`src/rtl/nmr_bstrm_pls_meas_if.sv`:
```
// Bus bundle for the pulse-timing monitor: arm/stream/timeout in, status and measurements out.
interface nmr_bstrm_pls_meas_if #(
  parameter int unsigned IDLY_WIDTH = 32,
  parameter int unsigned PLS_WIDTH  = 32,
  parameter int unsigned EDLY_WIDTH = 32,
  parameter int unsigned TMO_WIDTH  = 32
);
  logic                  START;
  logic                  IN;
  logic [TMO_WIDTH-1:0]  tmo;
  logic                  BUSY;
  logic                  DONE;
  logic [IDLY_WIDTH-1:0] idly_m;
  logic [PLS_WIDTH-1:0]  pls_m;
  logic [EDLY_WIDTH-1:0] edly_m;
  logic [2:0]            err;

  modport master (
    output START, IN, tmo,
    input  BUSY, DONE, idly_m, pls_m, edly_m, err
  );

  modport slave (
    input  START, IN, tmo,
    output BUSY, DONE, idly_m, pls_m, edly_m, err
  );
endinterface

```
`src/rtl/nmr_bstrm_pls_meas.sv`:
```
// Measures initial-low, pulse-high and post-pulse-low durations (in CLK cycles) of a
// one-bit stream after an arm request, with optional per-phase timeout.
module nmr_bstrm_pls_meas #(
  parameter int unsigned IDLY_WIDTH = 32,
  parameter int unsigned PLS_WIDTH  = 32,
  parameter int unsigned EDLY_WIDTH = 32,
  parameter int unsigned TMO_WIDTH  = 32
) (
  input logic CLK,
  input logic RST,
  nmr_bstrm_pls_meas_if.slave bus
);

  localparam int unsigned MAX_A = (IDLY_WIDTH > PLS_WIDTH) ? IDLY_WIDTH : PLS_WIDTH;
  localparam int unsigned MAX_B = (EDLY_WIDTH > TMO_WIDTH) ? EDLY_WIDTH : TMO_WIDTH;
  localparam int unsigned CMP_W = (MAX_A > MAX_B) ? MAX_A : MAX_B;

  typedef enum logic [2:0] {
    S_IDLE,
    S_ALIGN,
    S_WAIT_HI,
    S_HIGH,
    S_LOW_POST,
    S_FIN
  } state_t;

  state_t                state;
  logic                  align;
  logic                  in_s1;
  logic                  in_s2;
  logic [TMO_WIDTH-1:0]  tmo_q;
  logic [IDLY_WIDTH-1:0] idly_cnt;
  logic [PLS_WIDTH-1:0]  pls_cnt;
  logic [EDLY_WIDTH-1:0] edly_cnt;
  logic [2:0]            err_q;

  logic [IDLY_WIDTH-1:0] idly_inc;
  logic [PLS_WIDTH-1:0]  pls_inc;
  logic [EDLY_WIDTH-1:0] edly_inc;
  logic                  tmo_on;
  logic                  tmo_one;
  logic                  idly_hit;
  logic                  pls_hit;
  logic                  edly_hit;

  // Saturating increments and "count reaches limit" compares on a common width
  always_comb begin
    idly_inc = (&idly_cnt) ? idly_cnt : idly_cnt + IDLY_WIDTH'(1);
    pls_inc  = (&pls_cnt)  ? pls_cnt  : pls_cnt  + PLS_WIDTH'(1);
    edly_inc = (&edly_cnt) ? edly_cnt : edly_cnt + EDLY_WIDTH'(1);
    tmo_on   = (tmo_q != '0);
    tmo_one  = tmo_on && (CMP_W'(tmo_q) == CMP_W'(1));
    idly_hit = tmo_on && (CMP_W'(idly_inc) == CMP_W'(tmo_q));
    pls_hit  = tmo_on && (CMP_W'(pls_inc)  == CMP_W'(tmo_q));
    edly_hit = tmo_on && (CMP_W'(edly_inc) == CMP_W'(tmo_q));
  end

  // The ALIGN state absorbs the two-flop synchronizer latency so that the
  // first processed sample is the raw IN value taken one edge after arming.
  always_ff @(posedge CLK or posedge RST) begin
    if (RST) begin
      state      <= S_IDLE;
      align      <= 1'b0;
      in_s1      <= 1'b0;
      in_s2      <= 1'b0;
      tmo_q      <= '0;
      idly_cnt   <= '0;
      pls_cnt    <= '0;
      edly_cnt   <= '0;
      err_q      <= '0;
      bus.BUSY   <= 1'b0;
      bus.DONE   <= 1'b0;
      bus.idly_m <= '0;
      bus.pls_m  <= '0;
      bus.edly_m <= '0;
      bus.err    <= '0;
    end else begin
      in_s1    <= bus.IN;
      in_s2    <= in_s1;
      bus.DONE <= 1'b0;

      case (state)
        S_IDLE: begin
          // A request coinciding with the DONE strobe is dropped
          if (bus.START && !bus.DONE) begin
            tmo_q    <= bus.tmo;
            idly_cnt <= '0;
            pls_cnt  <= '0;
            edly_cnt <= '0;
            err_q    <= '0;
            align    <= 1'b0;
            bus.BUSY <= 1'b1;
            state    <= S_ALIGN;
          end
        end

        S_ALIGN: begin
          align <= 1'b1;
          if (align) begin
            state <= S_WAIT_HI;
          end
        end

        S_WAIT_HI: begin
          if (in_s2) begin
            pls_cnt <= PLS_WIDTH'(1);
            if (tmo_one) begin
              err_q[1] <= 1'b1;
              state    <= S_FIN;
            end else begin
              state <= S_HIGH;
            end
          end else begin
            idly_cnt <= idly_inc;
            if (idly_hit) begin
              err_q[0] <= 1'b1;
              state    <= S_FIN;
            end
          end
        end

        S_HIGH: begin
          if (in_s2) begin
            pls_cnt <= pls_inc;
            if (pls_hit) begin
              err_q[1] <= 1'b1;
              state    <= S_FIN;
            end
          end else begin
            edly_cnt <= EDLY_WIDTH'(1);
            if (tmo_one) begin
              err_q[2] <= 1'b1;
              state    <= S_FIN;
            end else begin
              state <= S_LOW_POST;
            end
          end
        end

        S_LOW_POST: begin
          // The rising edge that ends the post-pulse gap is not counted
          if (in_s2) begin
            state <= S_FIN;
          end else begin
            edly_cnt <= edly_inc;
            if (edly_hit) begin
              err_q[2] <= 1'b1;
              state    <= S_FIN;
            end
          end
        end

        S_FIN: begin
          bus.idly_m <= idly_cnt;
          bus.pls_m  <= pls_cnt;
          bus.edly_m <= edly_cnt;
          bus.err    <= err_q;
          bus.DONE   <= 1'b1;
          bus.BUSY   <= 1'b0;
          state      <= S_IDLE;
        end

        default: begin
          state    <= S_IDLE;
          bus.BUSY <= 1'b0;
        end
      endcase
    end
  end

endmodule

```
`src/flat_wrapper.sv`:
```
// flat-port wrapper written by rule: the top's interface ports become plain ports
module nmr_bstrm_pls_meas_flat 
#(
  parameter int unsigned IDLY_WIDTH = 32,
  parameter int unsigned PLS_WIDTH  = 32,
  parameter int unsigned EDLY_WIDTH = 32,
  parameter int unsigned TMO_WIDTH  = 32
)
  (CLK, RST, bus_START, bus_IN, bus_tmo, bus_BUSY, bus_DONE, bus_idly_m, bus_pls_m, bus_edly_m, bus_err);
  nmr_bstrm_pls_meas_if #(.IDLY_WIDTH(IDLY_WIDTH), .PLS_WIDTH(PLS_WIDTH), .EDLY_WIDTH(EDLY_WIDTH), .TMO_WIDTH(TMO_WIDTH)) bus_i ();
  input logic CLK;
  input logic RST;
  input wire logic [$bits(bus_i.START)-1:0] bus_START;
  input wire logic [$bits(bus_i.IN)-1:0] bus_IN;
  input wire logic [$bits(bus_i.tmo)-1:0] bus_tmo;
  output wire logic [$bits(bus_i.BUSY)-1:0] bus_BUSY;
  output wire logic [$bits(bus_i.DONE)-1:0] bus_DONE;
  output wire logic [$bits(bus_i.idly_m)-1:0] bus_idly_m;
  output wire logic [$bits(bus_i.pls_m)-1:0] bus_pls_m;
  output wire logic [$bits(bus_i.edly_m)-1:0] bus_edly_m;
  output wire logic [$bits(bus_i.err)-1:0] bus_err;
  assign bus_i.START = bus_START;
  assign bus_i.IN = bus_IN;
  assign bus_i.tmo = bus_tmo;
  assign bus_BUSY = bus_i.BUSY;
  assign bus_DONE = bus_i.DONE;
  assign bus_idly_m = bus_i.idly_m;
  assign bus_pls_m = bus_i.pls_m;
  assign bus_edly_m = bus_i.edly_m;
  assign bus_err = bus_i.err;
  nmr_bstrm_pls_meas #(.IDLY_WIDTH(IDLY_WIDTH), .PLS_WIDTH(PLS_WIDTH), .EDLY_WIDTH(EDLY_WIDTH), .TMO_WIDTH(TMO_WIDTH)) u_core (.CLK(CLK), .RST(RST), .bus(bus_i));
endmodule
```
`config.mk`:
```
export PLATFORM = sky130hd
export DESIGN_NAME = nmr_bstrm_pls_meas_flat
export DESIGN_NICKNAME = d
export VERILOG_FILES = /design/src/rtl/nmr_bstrm_pls_meas_if.sv /design/src/rtl/nmr_bstrm_pls_meas.sv /design/src/flat_wrapper.sv
export SDC_FILE = /design/constraint.sdc
export NUM_CORES = 1
export LEC_CHECK = 0
export ABC_AREA = 1
export BUFFER_PORTS_ARGS = -buffer_cell sky130_fd_sc_hd__clkbuf_2
export CAP_MARGIN = 20
export CORE_AREA = 2 2 161 163
export CTS_BUF_LIST = sky130_fd_sc_hd__clkbuf_8
export DETAILED_ROUTE_END_ITERATION = 8
export DIE_AREA = 0 0 163 165
export PLACE_DENSITY_LB_ADDON = 0.3
export SLEW_MARGIN = 20
export SYNTH_ARGS = -nofsm -noshare
export SYNTH_HDL_FRONTEND = slang
export SYNTH_SLANG_ARGS = --single-unit
export TNS_END_PERCENT = 5
```
`constraint.sdc`:
```
create_clock -name CLK -period 7.7 [get_ports CLK]
set_input_delay 1.54 -clock CLK [delete_from_list [all_inputs] [get_ports CLK]]
set_output_delay 1.54 -clock CLK [all_outputs]
set_load 0.005 [all_outputs]
```
==> run summary, run 1 <==
=======================================================================================
Cts hold-fix bufs                                                                     0
Data arrival at the endpoint of the critical path                               4050 ps
M1 WL                                                                          20.50 mm
Number of nets with antenna violations after routing                                  0
Reg-to-reg startpoint                                                      u_core.edly_cnt[0]
Leftover overflow at the end of global routing                                        0
Via/cell ratio                                                                    5.761
Number of cell instances on the worst register-to-register path                      19
Proportion of layout cells with a drive suffix above 1                           0.1162
Starting density of the core                                                     0.5574
Die extent in x                                                                  163 um
Number of buffers inserted by post-CTS setup repair                                   0
Max Clk Rate                                                                 0.2786 GHz
Sinks on the clock net                                                              238
Standby leakage power                                                          7.638 nW
Mean instance size in the synthesized netlist                               6.834 sq um
Die Y-Extent                                                                     165 um
Number of hold violations in the final report                                         0
Worst clock skew                                                               17.78 ps
Area occupied by multi-input gates                                         0.007030 sq mm
Cell occurring most often along the worst timing path                      sky130_fd_sc_hd__nand2_1
Proportion of synthesized chip area in sequential cells                          0.4268
Area of the placeable core                                                 0.02504 sq mm
Period Utilization, post-route                                                   0.4662
DP Cell Count                                                                      2451
Slew of the pin with the lowest slew margin                                    959.5 ps
Layout Cells excl Fill                                                             2525
Routed length per instance                                                     20.13 um
Sequence of cells on the critical path                                     ha_1 -> inv_2 -> nor2_4 -> nand2_4 -> nor2_8 -> nand2_2 -> nand2_1 -> xor2_1 -> nand3_1 -> nor2_1 -> nand2_1 -> nor2_1 -> nand2_1 -> nand2_1 -> nand2_2 -> nand2_2 -> nand2_2 -> nand2_1 -> nand2_1
Worst slack at placement                                                        3421 ps
Final setup viols                                                                     0
Crit path kind                                                                  reg2reg
Die Area                                                                   0.02690 sq mm
Net switching fraction of the power                                              0.4277
Net count of the mapped netlist                                                    2081
Worst R2R End                                                              u_core.state[1]
Shortest period the worst path allows                                           3590 ps
RSZ-0062 raised after global routing                                                 no
Sum of routed wire length over all layers                                      50.82 mm
Total of flip-flops plus latches after synthesis                                    238
GRT Resource Usage Total                                                         0.3818
Post-layout net count                                                              2204
Met3 wire length                                                               5.053 mm
Cell Area, Synth                                                           0.01395 sq mm
Internal Pwr Total                                                             2.810 mW
Buffer depth of the longest clock path                                                3
Inserted Diodes                                                                       0
Setup slack of the critical path after layout                                   4110 ps
Critical hold path startpoint                                              u_core.in_s1
Post-cts sizing count                                                                 0
Clock-pin slew on the worst setup and hold paths                                  60 ps
Final design area excluding fillers                                        0.01577 sq mm
Layout overhead on the synthesized area                                          13.00%
First drt pass iteration count                                                        6
Highest-delay cell along the critical path                                 sky130_fd_sc_hd__dfrtp_1
Final total power                                                              4.909 mW
Warning count from the yosys run                                                      0
Fraction of power consumed by combinational cells                                 0.356
Number of violations reported at the end of detailed-routing iteration 0           1861
Master cell of the clock root buffer                                       sky130_fd_sc_hd__clkbuf_8
Sequential share of power                                                         0.391
IR Drop Worst-Case VDD                                                      0.0003533 V
Accumulated negative setup slack                                                   0 ps
Type of element capturing the critical path                                    register
Data required time at the worst endpoint                                        8160 ps
Gate count after technology mapping                                                2042
Quantity of I/O buffers inserted on ports                                           136
Distinct cells, synth                                                                31
TritonCTS clock tree                                                                yes
Number of H-tree levels                                                               2
Hold Path Cell Cnt                                                                    0
Final HPWL DP                                                                  38.60 mm
Hold endpoint                                                              u_core.in_s2
Status                                                                        completed
Insertion delay to the later sink of the worst-skew pair                         570 ps
Flop-to-flop setup slack                                                        4110 ps
Clk network pwr share                                                             0.253
Max-slew headroom at the worst pin                                               0.3545
Cts bufs inserted                                                                    41
Largest net degree at the start of global routing                                   176
DR top layer                                                                       met4
Maximum net fanout on the critical path                                              47
Initial antenna violation count                                                       0
Routability Congestion                                                            1.036
Post-layout utilization of the core                                              0.6298
Final-report max-slew violation count                                                 0
Sw Pwr                                                                         2.100 mW
Vias in the first global route                                                    13610
Global-route wire length before repair                                         77.83 mm
I/O pin count                                                                       137
Seq. cell area                                                             0.005956 sq mm
DRC violations left                                                                   0
Overall via count from detail_route                                               14550
Total power density per cell area                                          311.3 mW/mm^2
Launching element type of the critical path                                    register
Max-capacitance violation count                                                       0
Tightest hold margin                                                           351.2 ps
Rows                                                                                 58
Cell area after placement                                                  0.01486 sq mm
Detailed-routed wire length on met2                                            22.57 mm
Filler Cells Inserted                                                              2352
Class of the tightest hold or removal check                                     reg2reg
Crit path largest cell delay                                                     560 ps
=======================================================================================
[registers in the layout (all words and copies together), names as in the netlist]
signal and cells:
u_core.in_s2 1, u_core.state 3, u_core.err_q 3, u_core.idly_cnt 32, u_core.bus.idly_m 32, u_core.bus.DONE 1, u_core.bus.BUSY 1, u_core.bus.err 3
u_core.edly_cnt 32, u_core.bus.edly_m 32, u_core.in_s1 1, u_core.pls_cnt 32, u_core.tmo_q 32, u_core.align 1, u_core.bus.pls_m 32
[worst max-delay path, delay by kind of cell (launching register included)]
kind / cells / cell delay, ps
xor+xnor: 1 / 160
fa+ha+maj: 1 / 340
buf+inv: 1 / 80
flops: 1 / 560
simple gates: 16 / 2290
[final cells by class]
| cell class | count | area share |
|---|---|---|
| repair buffers | 146 | 0.04999 |
| clock buffers | 52 | 0.04539 |
| flip-flops and latches | 238 | 0.3777 |
| well taps | 330 | 0.02618 |
| multi-input cells | 1553 | 0.4458 |
| inverters | 185 | 0.04428 |
| clock inverters | 21 | 0.01063 |
[power by group through the flow]
stage / registers (mW) / logic (mW) / clock network, mW
floorplan: 1.81 / 1.04 / 0
CTS: 1.90 / 1.71 / 1.25
detailed placement: 1.91 / 1.70 / 0
global placement: 1.90 / 1.67 / 0
finish: 1.92 / 1.75 / 1.24
global route: 1.94 / 1.93 / 1.31
[logic make-up (layout without fill, tap and decap cells)]
family / Yosys count / after routing / share of synthesized area
buffers and inverters: 251 / 404 / 0.07173
DFF: 238 / 238 / 0.4268
and+or+nand+nor: 1246 / 1246 / 0.3754
AOI/OAI and AO/OA: 263 / 263 / 0.09764
adders and majority gates: 3 / 3 / 0.002690
xor gates and xnor gates: 41 / 41 / 0.02573
[cells in the final DEF (no fill, tap or decap), drive strengths merged]
master and count:
a21oi 13, inv 192, bufinv 2, buf 10, clkinv 10, nand4 13
clkinvlp 2, xor2 38, nand3 249, nor4 4, xnor2 3, nand3b 5
o211ai 2, nand2 733, dfrtp 238, nor2 233, ha 3, or2 1
clkbuf 188, o22ai 28, nor3 8, o21ai 219, a21boi 1
[metal layers]
| layer | vias up | GRT usage |
|---|---|---|
| met5 | - | 0 |
| met4 | 0 | 0.1726 |
| met3 | 160 | 0.06956 |
| met2 | 852 | 0.6071 |
| met1 | 6717 | 0.5106 |
| li1 | 6817 | - |
[how the worst max path moves through the flow]
stage,slack (ps),from,cells past startpoint,end
6_report,4110,u_core.edly_cnt[0],19,u_core.state[1]
5_1_grt,3880,u_core.edly_cnt[0],19,u_core.state[1]
4_1_cts,4020,bus_START,11,u_core.err_q[0]
3_5_place_dp,3420,bus_START,11,u_core.err_q[0]
3_3_place_gp,3490,bus_START,11,u_core.err_q[0]
2_1_floorplan,3040,RST,1,u_core.align
[cells in the mapped netlist]
master,instances,area (sq um)
sky130_fd_sc_hd__inv_2,4,15.01
sky130_fd_sc_hd__nand2_4,5,56.30
sky130_fd_sc_hd__nand3_1,248,1241
sky130_fd_sc_hd__xor2_1,38,332.8
sky130_fd_sc_hd__dfrtp_1,238,5956
sky130_fd_sc_hd__nor2_8,3,60.06
sky130_fd_sc_hd__nor2_2,3,18.77
sky130_fd_sc_hd__inv_1,178,668.1
sky130_fd_sc_hd__buf_6,6,67.56
sky130_fd_sc_hd__o21ai_2,1,8.760
sky130_fd_sc_hd__ha_1,3,37.54
sky130_fd_sc_hd__nor4_1,4,25.02
sky130_fd_sc_hd__o22ai_1,28,175.2
sky130_fd_sc_hd__clkbuf_1,49,183.9
sky130_fd_sc_hd__nor2_1,222,833.3
sky130_fd_sc_hd__or2_2,1,6.260
sky130_fd_sc_hd__nor2_4,5,56.30
sky130_fd_sc_hd__xnor2_1,3,26.28
sky130_fd_sc_hd__nand2_1,712,2673
sky130_fd_sc_hd__o21ai_1,4,20.02
sky130_fd_sc_hd__nand4_1,13,81.33
sky130_fd_sc_hd__nor3_1,8,40.04
sky130_fd_sc_hd__o211ai_1,2,15.01
sky130_fd_sc_hd__nand3_2,1,10.01
sky130_fd_sc_hd__clkinv_1,3,11.26
sky130_fd_sc_hd__buf_2,11,55.05
sky130_fd_sc_hd__a21oi_1,13,65.06
sky130_fd_sc_hd__o21ai_0,214,1071
sky130_fd_sc_hd__nand2_2,16,100.1
sky130_fd_sc_hd__a21boi_0,1,7.510
sky130_fd_sc_hd__nand3b_1,5,37.54
Note: power is estimated with default switching activity, not from simulation.
==> run 2: changes to the inputs <==
- clock period: 7.7 -> 2.9 ns (I/O delays scaled with it)
==> run summary, run 2 (same netlist as run 1, synthesis figures left out) <==
=======================================================================================
Proportion of layout cells with a drive suffix above 1                           0.1685   +0.05229
Sinks on the clock net                                                              238   unchanged
Shortest period the worst path allows                                           2764 ps   -825.5 ps
Routability Congestion                                                            1.077   +3.9%
Insertion delay to the later sink of the worst-skew pair                         570 ps   about the same
Area of the placeable core                                                 0.02504 sq mm   unchanged
Period Utilization, post-route                                                   0.9533   +0.4870
Master cell of the clock root buffer                                       sky130_fd_sc_hd__clkbuf_8
Sum of routed wire length over all layers                                      53.73 mm   +5.7%
Largest net degree at the start of global routing                                   103   -41%
Global-route wire length before repair                                         81.03 mm   +4.1%
CP delay by family, top                                                    simple AND/OR/NAND/NOR gates
Initial antenna violation count                                                       0   unchanged
Buffering stage count on the worst path with inverters included                       1   unchanged
Data arrival at the endpoint of the critical path                               3210 ps   -840 ps
Die Y-Extent                                                                     165 um   unchanged
Buffer depth of the longest clock path                                                3   unchanged
Standby leakage power                                                          8.243 nW   +7.9%
Clock-pin slew on the worst setup and hold paths                                  60 ps   about the same
Sw Pwr                                                                         5.682 mW   +170%
Final setup viols                                                                     0   unchanged
Layout overhead on the synthesized area                                          20.12%
Number of violations reported at the end of detailed-routing iteration 0           1996   +7.3%
Worst slack at placement                                                      -173.3 ps   -3595 ps
Number of hold violations in the final report                                         0   unchanged
TritonCTS clock tree                                                                yes
Fraction of power consumed by combinational cells                                 0.403   +0.047
Rows                                                                                 58   unchanged
First drt pass iteration count                                                        6   unchanged
Number of H-tree levels                                                               2   unchanged
Number of nets with antenna violations after routing                                  0   unchanged
Status                                                                        completed
Final design area excluding fillers                                        0.01676 sq mm   +6.3%
Quantity of I/O buffers inserted on ports                                           136   unchanged
Seq. cell area                                                             0.005959 sq mm   about the same
Launching element type of the critical path                                    register
Slew of the pin with the lowest slew margin                                    942.1 ps   -17.31 ps
Starting density of the core                                                     0.5574   unchanged
Clk network pwr share                                                             0.216   -0.037
IR Drop Worst-Case VDD                                                      0.0006803 V   +93%
Cell area after placement                                                  0.01582 sq mm   +6.5%
GRT Resource Usage Total                                                         0.4010   +0.01921
Highest-delay cell along the critical path                                 sky130_fd_sc_hd__dfrtp_2
Die Area                                                                   0.02690 sq mm   unchanged
Filler Cells Inserted                                                              2271   -3.4%
Max Clk Rate                                                                 0.3617 GHz   +30%
Total power density per cell area                                          780.2 mW/mm^2   +150%
Data required time at the worst endpoint                                        3340 ps   -4820 ps
Internal Pwr Total                                                             7.395 mW   +160%
Cts hold-fix bufs                                                                     0   unchanged
Setup slack of the critical path after layout                                  135.6 ps   -3975 ps
DP Cell Count                                                                      2561   +4.5%
Leftover overflow at the end of global routing                                        0   unchanged
Highest-count cells in the layout ignoring fill and taps                   706 x sky130_fd_sc_hd__nand2_1, 245 x sky130_fd_sc_hd__nand3_1, 235 x sky130_fd_sc_hd__dfrtp_1
Max-slew headroom at the worst pin                                               0.3706   +0.01611
Cts bufs inserted                                                                    41   unchanged
Overall via count from detail_route                                               15320   +5.3%
Maximum net fanout on the critical path                                               5   -89%
Die extent in x                                                                  163 um   unchanged
Via/cell ratio                                                                    5.789   +0.50%
Sequential share of power                                                         0.381   -0.010
Worst clock skew                                                               33.79 ps   +16.02 ps
Layout Cells excl Fill                                                             2646   +4.8%
I/O pin count                                                                       137   unchanged
Class of the tightest hold or removal check                                      in2reg
Tightest hold margin                                                           143.5 ps   -207.8 ps
Net switching fraction of the power                                              0.4345   +0.006793
Sequence of cells on the critical path                                     ha_4 -> nand2_2 -> nor2_4 -> buf_6 -> nand3b_1 -> xor2_1 -> nand3_1 -> nand2_1 -> nand3_1 -> nor2_1 -> nand2_1 -> nor2_1 -> nand2_1 -> nand2_2 -> nand2_2 -> nand2_2 -> nand2_2 -> nand2_1 -> nand2_1
Area occupied by multi-input gates                                         0.007123 sq mm   +1.3%
Commonest non-fill, non-tap cell in the layout                             sky130_fd_sc_hd__nand2_1
Post-layout net count                                                              2328   +5.6%
Vias in the first global route                                                    14010   +2.9%
Final HPWL DP                                                                  42.05 mm   +8.9%
Max-capacitance violation count                                                       0   unchanged
Crit path largest cell delay                                                     440 ps   -120 ps
Type of element capturing the critical path                                    register
DRC violations left                                                                   0   unchanged
Final-report max-slew violation count                                                 0   unchanged
Routed length per instance                                                     20.31 um   +0.89%
Crit path kind                                                                  reg2reg
=======================================================================================
==> run 2: worst reg2reg max path: stages, from the launching register on <==
cell,delay [ps]
sky130_fd_sc_hd__dfrtp_2,440
sky130_fd_sc_hd__ha_4,180
sky130_fd_sc_hd__nand2_2,60
sky130_fd_sc_hd__nor2_4,190
sky130_fd_sc_hd__buf_6,160
sky130_fd_sc_hd__nand3b_1,200
sky130_fd_sc_hd__xor2_1,290
sky130_fd_sc_hd__nand3_1,100
sky130_fd_sc_hd__nand2_1,90
sky130_fd_sc_hd__nand3_1,80
sky130_fd_sc_hd__nor2_1,150
sky130_fd_sc_hd__nand2_1,80
sky130_fd_sc_hd__nor2_1,120
sky130_fd_sc_hd__nand2_1,90
sky130_fd_sc_hd__nand2_2,90
sky130_fd_sc_hd__nand2_2,50
sky130_fd_sc_hd__nand2_2,100
sky130_fd_sc_hd__nand2_2,70
sky130_fd_sc_hd__nand2_1,60
sky130_fd_sc_hd__nand2_1,50
==> run 2: repair_timing <==
action                     4_1_cts  5_1_grt
gates resized for setup          2       28
setup buffers                    1       14
pin swaps                        2        9
setup endpoints to repair        4        5
==> run 2: worst paths after layout <==
check                                      to  slack (ps)                from  cells past startpoint
max                           u_core.state[0]         140  u_core.idly_cnt[0]                     19
min                              u_core.in_s1         140              bus_IN                      1
max reg2reg                   u_core.state[0]         140  u_core.idly_cnt[0]                     19
min reg2reg                      u_core.in_s2         360        u_core.in_s1                      0
max in group asynchronous  u_core.idly_cnt[1]        1940                 RST                      3
min in group asynchronous    u_core.tmo_q[25]         210                 RST                      2
==> run 2: power groups by stage <==
| stage | sequential [mW] | clock (mW) | combinational (mW) |
|---|---|---|---|
| floorplan | 4.81 | 0 | 2.77 |
| global placement | 4.95 | 0 | 5.01 |
| detailed placement | 4.97 | 0 | 5.07 |
| CTS | 4.93 | 2.85 | 5.09 |
| global route | 5.04 | 3.01 | 5.71 |
| finish | 4.98 | 2.83 | 5.27 |
==> run 2: layout make-up <==
cell class / instances / share of cell area
diodes: 1 / 0.0001493
well taps: 330 / 0.02463
clock inverters: 24 / 0.006345
repair buffers: 270 / 0.1098
clock buffers: 45 / 0.03695
flip-flops and latches: 238 / 0.3555
multi-input cells: 1553 / 0.4249
inverters: 185 / 0.04165
==> run 2: metal layers <==
layer | vias up | track usage | part of all wire
met4 | 0 | 0.1983 | 0.053
met2 | 923 | 0.6342 | 0.44
li1 | 7089 | - | -
met5 | - | 0 | 0
met1 | 7133 | 0.5346 | 0.40
met3 | 174 | 0.06956 | 0.11
==> run 2: stage by stage <==
stage	power (mW)	TNS (ps)	util
floorplan	7.589	-190370	-
global placement	9.954	-499.0	0.6318
detailed placement	10.05	-524.3	0.6318
CTS	12.86	0	0.6613
global route	13.77	-12.00	0.6694
finish	13.08	0	0.6695
